### config.mk
export PLATFORM = sky130hd
export DESIGN_NAME = fft_sample_loader
export DESIGN_NICKNAME = d
export VERILOG_FILES = /design/src/rtl/fft_sample_loader.sv
export SDC_FILE = /design/constraint.sdc
export NUM_CORES = 1
export LEC_CHECK = 0
export ABC_AREA = 1
export CORE_MARGIN = 8
export CORE_UTILIZATION = 35
export DETAILED_ROUTE_END_ITERATION = 8
export GPL_TIMING_DRIVEN = 0
export PLACE_DENSITY = 0.65
export SLEW_MARGIN = 15
export SYNTH_ARGS = -nofsm -noshare
export SYNTH_HDL_FRONTEND = slang
export SYNTH_SLANG_ARGS = --single-unit
### constraint.sdc
create_clock -name clk -period 1.7 [get_ports clk]
set_clock_uncertainty 0.1 [all_clocks]
set_input_delay 0.425 -clock clk [delete_from_list [all_inputs] [get_ports clk]]
set_output_delay 0.425 -clock clk [all_outputs]
set_load 0.005 [all_outputs]
### src/rtl/fft_sample_loader.sv
// Input-side writer for the FFT ping-pong RAM: pairs up incoming real samples
// and writes them to bit-reversed addresses, then hands the frame to the FFT.
module fft_sample_loader #(
  parameter int unsigned bit_width = 16,
  parameter int unsigned N         = 512,
  parameter int unsigned M         = 9
) (
  input  logic                        clk,
  input  logic                        reset_n,
  input  logic                        restart,
  input  logic                        sample_valid,
  input  logic signed [bit_width-1:0] sample,
  output logic                        sample_ready,
  output logic                        we,
  output logic [M-1:0]                adr_a,
  output logic [M-1:0]                adr_b,
  output logic [2*bit_width-1:0]      wd_a,
  output logic [2*bit_width-1:0]      wd_b,
  output logic                        frame_ready,
  input  logic                        frame_ack
);

  localparam int unsigned DW       = 2 * bit_width;
  localparam logic [M-1:0] LAST_IDX = M'(N - 1);

  typedef enum logic {
    FILL = 1'b0,
    FULL = 1'b1
  } state_t;

  state_t               state, state_next;
  logic [M-1:0]         idx, idx_next;
  logic [bit_width-1:0] hold, hold_next;
  logic                 we_next;
  logic [M-1:0]         adr_a_next, adr_b_next;
  logic [DW-1:0]        wd_a_next, wd_b_next;
  logic                 frame_ready_next;
  logic                 accept;
  logic [M-1:0]         pair_base;

  function automatic logic [M-1:0] bitrev(input logic [M-1:0] x);
    logic [M-1:0] r;
    r = '0;
    for (int unsigned i = 0; i < M; i++) begin
      r[i] = x[M-1-i];
    end
    return r;
  endfunction

  // Ready is combinational; held low while in reset so every output reads 0.
  assign sample_ready = (state == FILL) && !restart && reset_n;
  assign accept       = sample_valid && sample_ready;
  assign pair_base    = {idx[M-1:1], 1'b0};

  // Next-state and registered-output decode; restart > frame_ack > accept.
  always_comb begin
    state_next       = state;
    idx_next         = idx;
    hold_next        = hold;
    we_next          = 1'b0;
    adr_a_next       = adr_a;
    adr_b_next       = adr_b;
    wd_a_next        = wd_a;
    wd_b_next        = wd_b;
    frame_ready_next = frame_ready;

    if (restart) begin
      state_next       = FILL;
      idx_next         = '0;
      hold_next        = '0;
      frame_ready_next = 1'b0;
    end else begin
      case (state)
        FULL: begin
          if (frame_ack) begin
            state_next       = FILL;
            frame_ready_next = 1'b0;
          end else begin
            frame_ready_next = 1'b1;
          end
        end
        default: begin
          frame_ready_next = 1'b0;
          if (accept) begin
            idx_next = idx + M'(1);
            if (!idx[0]) begin
              hold_next = sample;
            end else begin
              we_next    = 1'b1;
              adr_a_next = bitrev(pair_base);
              adr_b_next = bitrev(idx);
              wd_a_next  = {hold, bit_width'(0)};
              wd_b_next  = {sample, bit_width'(0)};
            end
            if (idx == LAST_IDX) begin
              state_next = FULL;
            end
          end
        end
      endcase
    end
  end

  // State and output registers.
  always_ff @(posedge clk or negedge reset_n) begin
    if (!reset_n) begin
      state       <= FILL;
      idx         <= '0;
      hold        <= '0;
      we          <= 1'b0;
      adr_a       <= '0;
      adr_b       <= '0;
      wd_a        <= '0;
      wd_b        <= '0;
      frame_ready <= 1'b0;
    end else begin
      state       <= state_next;
      idx         <= idx_next;
      hold        <= hold_next;
      we          <= we_next;
      adr_a       <= adr_a_next;
      adr_b       <= adr_b_next;
      wd_a        <= wd_a_next;
      wd_b        <= wd_b_next;
      frame_ready <= frame_ready_next;
    end
  end

endmodule

==> impl_metrics.csv <==
group,metric,value,unit
outcome,status,"finished clean",
timing,hold_slack,0.0473,ns
layout,fill_cells,836,
run,maxCapViolCount,0,
clock_tree,cts_tree,"yes",
synth,avgSynthCellArea,9.12,um2
layout,antenna_cells,0,
route,wl_per_cell,13.5,um
route,ant_nets,0,
route,vias,2434,
floorplan,die_w,109,um
setup_path,arrival,1.14,ns
clock_tree,numCtsBuffers,9,
synth,synth_top_area_cell,"dfrtp_1",
synth,synthMuxAreaShare,0,
pwr,pwr-share-clk,0.351,
synth,synth_top_area_share,0.568,
clock_tree,path_clk_slew,0.07,ns
floorplan,core_area,8550,um2
pwr,p_int,0.00294,W
layout,final_layout_size_suffix_gt1_frac,0.209,
clock_tree,h-tree-depth,3,
floorplan,die_height,109,um
floorplan,io_pins,106,
min_path,hp-class,"in -> async",
synth,async_flop_share,1.00,
clock_tree,clk_path_buf_depth,2,
pwr,peakVddDrop,0.445,mV
synth,synth.area.top_cells,"dfrtp_1, nand2_1, buf_4",
synth,synth_seq_cells,69,
pwr,seqPwrFrac,0.477,
placement,place_ws,-0.696,ns
floorplan,start_util,0.355,
placement,hpwl,5510,um
global_routing,grtUsageTotal,0.137,
route,route.detailed.drc,0,
route,drtIter0Drc,94,
setup_path,cp_max_fo,3,
synth,synthAdderAreaFrac,0.00824,
timing,rsz0062_at_grt,"true",
synth,synth.most_common_cell,"nand2_1",
synth,synth_common_cells,"nand2_1, dfrtp_1, buf_4",
pwr,p_leak,2.47,nW
route,viasPerCell,4.21,
floorplan,die_area,11900,um2
pwr,power_density,906,nW/um2
timing,tightest_slew,0.734,ns
global_routing,antenna_found_initial,0,
timing,maxSlewViolCount,0,
timing,slew_headroom,0.509,
timing,fin_ws,0.0368,ns
floorplan,rows,34,
clock_tree,clk-insertion-delay-late,0.34,ns
synth,syn_inst,333,
global_routing,grt_pass1_vias,2436,
synth,synth_enable_flop_cells,0,
setup_path,worstSetupEndpointType,"primary output",
synth,yosysWarnings,0,
timing,fmax,0.601,GHz
synth,synth_xor_area_frac,0,
setup_path,cp-start-kind,"flop",
timing,period_share,0.978,
synth,synth_ff_type,"dfrtp_1",
timing,period_needed,1.66,ns
layout,area_growth,44.1,%
pwr,swShare,0.258,
placement,gp_congestion,0.863,
global_routing,grt_max_degree,32,
global_routing,grt_pass1_wl,12500,um
timing,finalHoldViolCount,0,
route,drt_first_pass_iters,4,
setup_path,worstPathRequired,1.17,ns
placement,numPortBuffers,72,
synth,ys_types,23,
timing,setup_violations,0,
synth,ys_seq_area_frac,0.568,
setup_path,critPathKind,"reg -> out",
synth,syn-cell-area,3040,um2
synth,synth_compound_area_frac,0.0848,
pwr,p_sw,0.00102,W
synth,synth_top_family_by_area,"simple AND/OR/NAND/NOR gates",
clock_tree,root_buffer,"clkbuf_8",
layout,fin_nets,488,
pwr,p_comb_frac,0.171,
global_routing,globalRouteOverflowTotal,0,
clock_tree,cts.sinks,69,
route,drt-total-wl,7800,um
timing,final.setup.tns,0,ns
synth,synthSimpleGateAreaFrac,0.178,
-- cell usage in the layout, fill, tap and decap left out, types with 8 or more instances in the layout --
cell / count
buf_2: 8
buf_4: 53
clkbuf_8: 11
clkdlybuf4s50_1: 17
conb_1: 33
dfrtp_1: 68
dlygate4sd2_1: 50
inv_1: 29
nand2_1: 106
nor2_1: 8
o21ai_0: 12
o21ai_1: 33
-- power groups by stage --
stage / Clock, W / Combinational [W] / Sequential, W
floorplan: 0 / 0.000259 / 0.00193
global placement: 0 / 0.000710 / 0.00193
detailed placement: 0 / 0.000729 / 0.00193
CTS: 0.00142 / 0.000683 / 0.00189
global route: 0.00151 / 0.000755 / 0.00192
finish: 0.00139 / 0.000680 / 0.00189
-- repair_timing --
action	in CTS	in global routing
hold buffers	2	0
gates resized for setup	60	7
endpoints found under the hold margin	22	0
cloned	2	0
pin swaps	1	1
endpoints found under the setup margin	103	7
setup buffers	9	3
-- worst max-delay path, cell delays in order, from the launching register on --
cell and delay, ns:
dfrtp_1 0.41, buf_4 0.14, dlygate4sd2_1 0.25
-- final cells by class --
| type | count | area, um2 | share of cell area |
|---|---|---|---|
| Timing Repair Buffer | 89 | 857 | 0.196 |
| Clock buffer | 11 | 151 | 0.0346 |
| Clock inverter | 5 | 58.8 | 0.0134 |
| Tap cell | 108 | 135 | 0.0309 |
| Sequential cell | 69 | 1730 | 0.395 |
| Multi-Input combinational cell | 215 | 962 | 0.220 |
| Inverter | 31 | 119 | 0.0272 |
| Buffer | 50 | 365 | 0.0835 |
-- flip-flops by register name, indices dropped and copies added (netlist names) --
| name | cells |
|---|---|
| hold | 16 |
| wd_a | 16 |
| wd_b | 16 |
| adr_b | 9 |
| idx | 9 |
| frame_ready | 1 |
| state | 1 |
| we | 1 |
-- logic make-up (layout without fill, tap and decap cells) --
kind of cell / Yosys count / after routing
fa+ha+maj: 2 / 2
buf+inv: 81 / 186
other cells: 1 / 33
compound gates: 50 / 50
flops: 69 / 69
simple gates: 130 / 130
-- metrics by stage --
stage | area, um2 | power, W | utilization | cells
after global routing | 4380 | 0.00418 | 0.512 | 578
after floorplan | 3160 | 0.00219 | - | 365
after detailed placement | 4040 | 0.00266 | 0.472 | 546
after global placement | 4010 | 0.00264 | 0.469 | 545
final | 4380 | 0.00397 | 0.512 | 578
after CTS | 4340 | 0.00400 | 0.507 | 575
-- metal layers --
metal / global-route usage / vias up / wire length, um
met5: 0 / - / 0
met4: 0.0674 / 0 / 143
met3: 0.0284 / 11 / 431
met2: 0.244 / 57 / 4130
met1: 0.152 / 1140 / 3100
li1: - / 1226 / -
-- path summary, 6_finish.rpt --
| path | slack (ns) | to | from | depth (start not counted) |
|---|---|---|---|---|
| worst min-delay path | 0.05 | wd_b[25] | reset_n | 2 |
| worst max register to register | 0.11 | idx[8] | idx[0] | 8 |
| worst min register to register | 0.37 | wd_a[28] | hold[12] | 2 |
| min in group clk | 0.37 | wd_a[28] | hold[12] | 2 |
| worst max-delay path | 0.04 | adr_b[3] | adr_b[3] | 2 |
| max in group asynchronous | 0.28 | idx[0] | reset_n | 3 |
No activity file was read; power rests on OpenSTA's default activity.
